--- config.mk ---
export PLATFORM = sky130hd
export DESIGN_NAME = correlator_sequencer
export DESIGN_NICKNAME = d
export VERILOG_FILES = /design/src/rtl/correlator_sequencer.sv
export SDC_FILE = /design/constraint.sdc
export NUM_CORES = 1
export LEC_CHECK = 0
export BUFFER_PORTS_ARGS = -buffer_cell sky130_fd_sc_hd__buf_4
export CAP_MARGIN = 25
export CORE_ASPECT_RATIO = 1.1
export CORE_MARGIN = 2
export CORE_UTILIZATION = 55
export CTS_BUF_LIST = sky130_fd_sc_hd__clkbuf_8 sky130_fd_sc_hd__clkbuf_16
export CTS_CLUSTER_DIAMETER = 80
export DETAILED_ROUTE_END_ITERATION = 10
export PLACE_DENSITY_LB_ADDON = 0.12
export SYNTH_ARGS = -nofsm -noshare
export SYNTH_HDL_FRONTEND = slang
export SYNTH_SLANG_ARGS = --single-unit
--- constraint.sdc ---
create_clock -name clk -period 4.2 [get_ports clk]
set_input_delay 0.42 -clock clk [delete_from_list [all_inputs] [get_ports clk]]
set_output_delay 0.42 -clock clk [all_outputs]
set_load 0.01 [all_outputs]
--- src/rtl/correlator_sequencer.sv ---
// Sequencer for a time-multiplexed correlator: sweeps accumulator slots per strobe,
// drives the DSP/RAM pipeline enables and ping-pongs banks once per block of samples.
module correlator_sequencer #(
    parameter int PAIRS = 12,
    parameter int PBITS = 4,
    parameter int CBITS = 24
) (
    input  logic             clk,
    input  logic             rst,
    input  logic             enable_i,
    input  logic             strobe_i,
    input  logic [4:0]       blocksize_i,
    output logic [PBITS:0]   rd_addr_o,
    output logic             dsp_en_o,
    output logic             dsp_clr_o,
    output logic             dsp_vld_o,
    output logic             wr_en_o,
    output logic [PBITS:0]   wr_addr_o,
    output logic             bank_o,
    output logic             switch_o,
    output logic             busy_o,
    output logic             overrun_o
);

    typedef enum logic [1:0] {IDLE, SWEEP, DRAIN} state_t;

    state_t             state;
    logic [PBITS-1:0]   slot;
    logic [PBITS-1:0]   slot_nxt;
    logic [1:0]         drain;
    logic [CBITS-1:0]   cnt;
    logic [CBITS-1:0]   lim;
    logic [4:0]         bs;
    logic               first;
    logic               sweep_first;
    logic               sweep_bank;
    logic               rd_vld;
    logic [PBITS:0]     addr1;
    logic [PBITS:0]     addr2;

    assign slot_nxt = slot + 1'b1;
    assign rd_vld   = (state == SWEEP);
    // Last sample index of a block: 2^bs - 1.
    assign lim      = ~({CBITS{1'b1}} << bs);

    always_ff @(posedge clk) begin
        if (rst) begin
            state       <= IDLE;
            slot        <= '0;
            drain       <= '0;
            cnt         <= '0;
            bs          <= 5'd1;
            first       <= 1'b1;
            sweep_first <= 1'b0;
            sweep_bank  <= 1'b0;
            bank_o      <= 1'b0;
            rd_addr_o   <= '0;
            busy_o      <= 1'b0;
            switch_o    <= 1'b0;
            overrun_o   <= 1'b0;
        end else begin
            switch_o <= 1'b0;
            if (strobe_i && busy_o)
                overrun_o <= 1'b1;
            case (state)
                IDLE: begin
                    if (strobe_i && enable_i) begin
                        state       <= SWEEP;
                        busy_o      <= 1'b1;
                        slot        <= '0;
                        sweep_bank  <= bank_o;
                        sweep_first <= first;
                        first       <= 1'b0;
                        rd_addr_o   <= {bank_o, {PBITS{1'b0}}};
                        if (first)
                            bs <= blocksize_i;
                    end
                end
                SWEEP: begin
                    if (slot == PBITS'(PAIRS - 1)) begin
                        state     <= DRAIN;
                        drain     <= '0;
                        rd_addr_o <= '0;
                    end else begin
                        slot      <= slot_nxt;
                        rd_addr_o <= {sweep_bank, slot_nxt};
                    end
                end
                DRAIN: begin
                    // Wait out the three pipeline stages before counting the sample.
                    if (drain == 2'd2) begin
                        state  <= IDLE;
                        busy_o <= 1'b0;
                        if (cnt == lim) begin
                            cnt      <= '0;
                            bank_o   <= ~bank_o;
                            switch_o <= 1'b1;
                            first    <= 1'b1;
                        end else begin
                            cnt <= cnt + 1'b1;
                        end
                    end else begin
                        drain <= drain + 1'b1;
                    end
                end
                default: state <= IDLE;
            endcase
        end
    end

    // Address and enables ride a 3-stage pipe matching DSP input, P-register and RAM write.
    always_ff @(posedge clk) begin
        if (rst) begin
            dsp_en_o  <= 1'b0;
            dsp_clr_o <= 1'b0;
            dsp_vld_o <= 1'b0;
            wr_en_o   <= 1'b0;
            addr1     <= '0;
            addr2     <= '0;
            wr_addr_o <= '0;
        end else begin
            dsp_en_o  <= rd_vld;
            dsp_clr_o <= rd_vld & sweep_first;
            addr1     <= rd_addr_o;
            dsp_vld_o <= dsp_en_o;
            addr2     <= addr1;
            wr_en_o   <= dsp_vld_o;
            wr_addr_o <= addr2;
        end
    end

endmodule
==> qor.csv <==
metric;value;unit
crit-path cells;inv_2 > o31ai_1 > o2111ai_1 > nor4_1 > and4b_1 > and3_4 > mux2_4;
Die H;84.9;um
IO buf count;26;
number of buffers created by CTS;9;
largest net degree at the start of global routing;49;
#FFs+latches synth;68;
synth warn;0;
Die ar.;6580;sq um
Main synth FF type;dfxtp_1;
Setup TNS;0;ns
Antenna Diode Count;0;
vias in the first global route;2472;
post-cts resize count;0;
Hold WS;0.311;ns
type of the worst min-delay path;in2reg;
Iter 0 DRT Violations;154;
CP Data Required Time;4.44;ns
Post-route DRC;0;
Worst path slowest cell;dfxtp_1;
clock buffer depth;2;
buffers plus inverters on the worst setup path;1;
Setup Fix Bufs, Post-CTS;0;
Tmin final;2.68;ns
Final period util;63.8;%
Syn Inst Count;394;
synth-to-layout area growth;11.7;%
chip width;77.5;um
core area;5770;sq um
worst setup path category;reg2reg;
Final Hold Viols;0;
CP Capture Type;flip-flop;
global-route total usage across every layer;22.1;%
detailed-placement wirelength estimate;4720;um
Synth Area per Inst;8.30;sq um
hold_buf cts;0;
Final GP Congestion;0.872;
Slew @ Worst Pin;0.818;ns
total grt overflow;0;
CTS H-tree depth;3;
vias per std cell;5.56;
worst stage delay on the critical path;0.82;ns
first-pass GRT wire length;11600;um
clk slew on worst S/H paths;0.08;ns
Clock Latency Late Sink;0.36;ns
mapped cell area;3270;sq um
family with the most delay on the worst path;flip-flops;
slew margin rel.;45.4;%
ys async rst share;0;%
Vias;2720;
pwr dens;379;nW/um^2
Clock Root Buffer;clkbuf_8;
total power;1.38;mW
crit-path max FO;25;
DRT Wirelength;6900;um
# IOs;27;
Placed Area;3420;sq um
Slew Limit Fails;0;
Max Cap Viol;0;
Initial Util;56.7;%
Nets;419;
# setup viols final;0;
post-route ant nets;0;
critical path startpoint category;flip-flop;
EDFF count, synth;0;
synth unique cells;56;
worst vdd ir;0.000285;V
syn_nets;406;
unrepaired setup endpoints after global routing;no;
# rows;29;
Sink Count;68;
share of layout cells above drive strength 1;12.9;%
Worst EP arrival;2.92;ns
DRT Pass-1 Iters;4;
Achievable Freq;0.373;GHz
CTS tree;built;
antenna violations before repair;0;
P_leak;1.37;nW
sequential area share after synthesis;41.6;%
design area;3650;sq um
detailed-route wire length per cell;14.1;um
outcome;completed;
Setup Skew;0.0113;ns
metal layers:
metal / up-vias / global-route usage (%) / routed length, um
li1: 1386 / - / -
met1: 1259 / 27.8 / 3120
met2: 62 / 34.9 / 3280
met3: 13 / 6.49 / 358
met4: 0 / 10.7 / 145
met5: - / 0 / 0
cell usage after synthesis, types with 4 or more instances:
master | instances | area (sq um)
nor3_1 | 13 | 65.1
dfxtp_1 | 68 | 1360
nor2b_1 | 22 | 138
xnor2_1 | 14 | 123
nand2_1 | 36 | 135
a31oi_1 | 4 | 25.0
xor2_1 | 11 | 96.3
nor2_1 | 45 | 169
clkbuf_1 | 10 | 37.5
buf_2 | 6 | 30.0
nand2b_1 | 6 | 37.5
and2_1 | 5 | 31.3
buf_6 | 4 | 45.0
inv_1 | 11 | 41.3
nand3_1 | 26 | 130
a211oi_1 | 5 | 37.5
and3_1 | 9 | 56.3
buf_4 | 4 | 30.0
a21oi_1 | 28 | 140
o21ai_0 | 14 | 70.1
sequential cells by signal, summed over array words and instances, names as in the netlist, 2 cells and up:
name       flops
addr1          5
drain          2
state          2
bs             5
cnt           24
slot           4
wr_addr_o      5
rd_addr_o      5
addr2          5
metrics by stage:
step	utilization, %	setup slack (ns)	std cells
floorplan	-	2.08	394
global placement	59.4	1.60	473
detailed placement	59.4	1.56	473
CTS	63.3	1.53	489
global route	63.3	1.29	489
finish	63.3	1.52	489
layout by cell type, fill, tap and decap left out, drive strengths merged, types with 3 or more instances in the layout:
master,count
a211oi,5
a21oi,28
a31oi,4
and2,5
and3,10
buf,27
clkbuf,9
dfxtp,68
ha,3
inv,16
mux2i,3
nand2,36
nand2b,6
nand3,26
nand4,3
nor2,46
nor2b,22
nor3,14
nor4,3
o21a,3
o21ai,15
xnor2,15
xor2,11
cell type report:
cell class,count,area (sq um)
fillers,504,2120
multi-input cells,289,1720
well taps,77,96.3
clock inverters,7,105
inverters,12,45.0
flip-flops and latches,68,1360
clock buffers,9,124
repair buffers,27,203
power by group:
group,switching [mW],internal [mW]
registers,0.0194,0.654
clock network,0.277,0.344
logic,0.0500,0.0388
total,0.347,1.04
worst reg2reg max path, delay by kind of cell, from the launching register on:
| kind | cells | cell delay (ns) |
|---|---|---|
| buffers and inverters | 1 | 0.23 |
| AOI/OAI and AO/OA | 2 | 0.42 |
| muxes | 1 | 0.29 |
| and+or+nand+nor | 3 | 0.80 |
| DFF | 1 | 0.82 |
final timing paths:
check	slack [ns]	from	cells past startpoint	end
setup / recovery	1.52	bs[4]$_SDFFE_PP0P_	7	bank_o$_SDFFE_PP0P_
hold / removal	0.31	strobe_i	3	overrun_o$_SDFFE_PP0P_
setup reg to reg	1.52	bs[4]$_SDFFE_PP0P_	7	bank_o$_SDFFE_PP0P_
hold reg to reg	0.43	addr1[3]$_SDFF_PP0_	1	addr2[3]$_SDFF_PP0_
cells by family after synthesis:
group,after synthesis,synth area share (%)
AND/OR/NAND/NOR,181,28.0
AO/OA/AOI/OAI,74,14.5
flip-flops,68,41.6
buffers and inverters,37,5.85
XOR/XNOR,26,7.19
multiplexers,5,1.72
adder cells (fa/ha/maj),3,1.15
No activity file was read; power rests on OpenSTA's default activity.
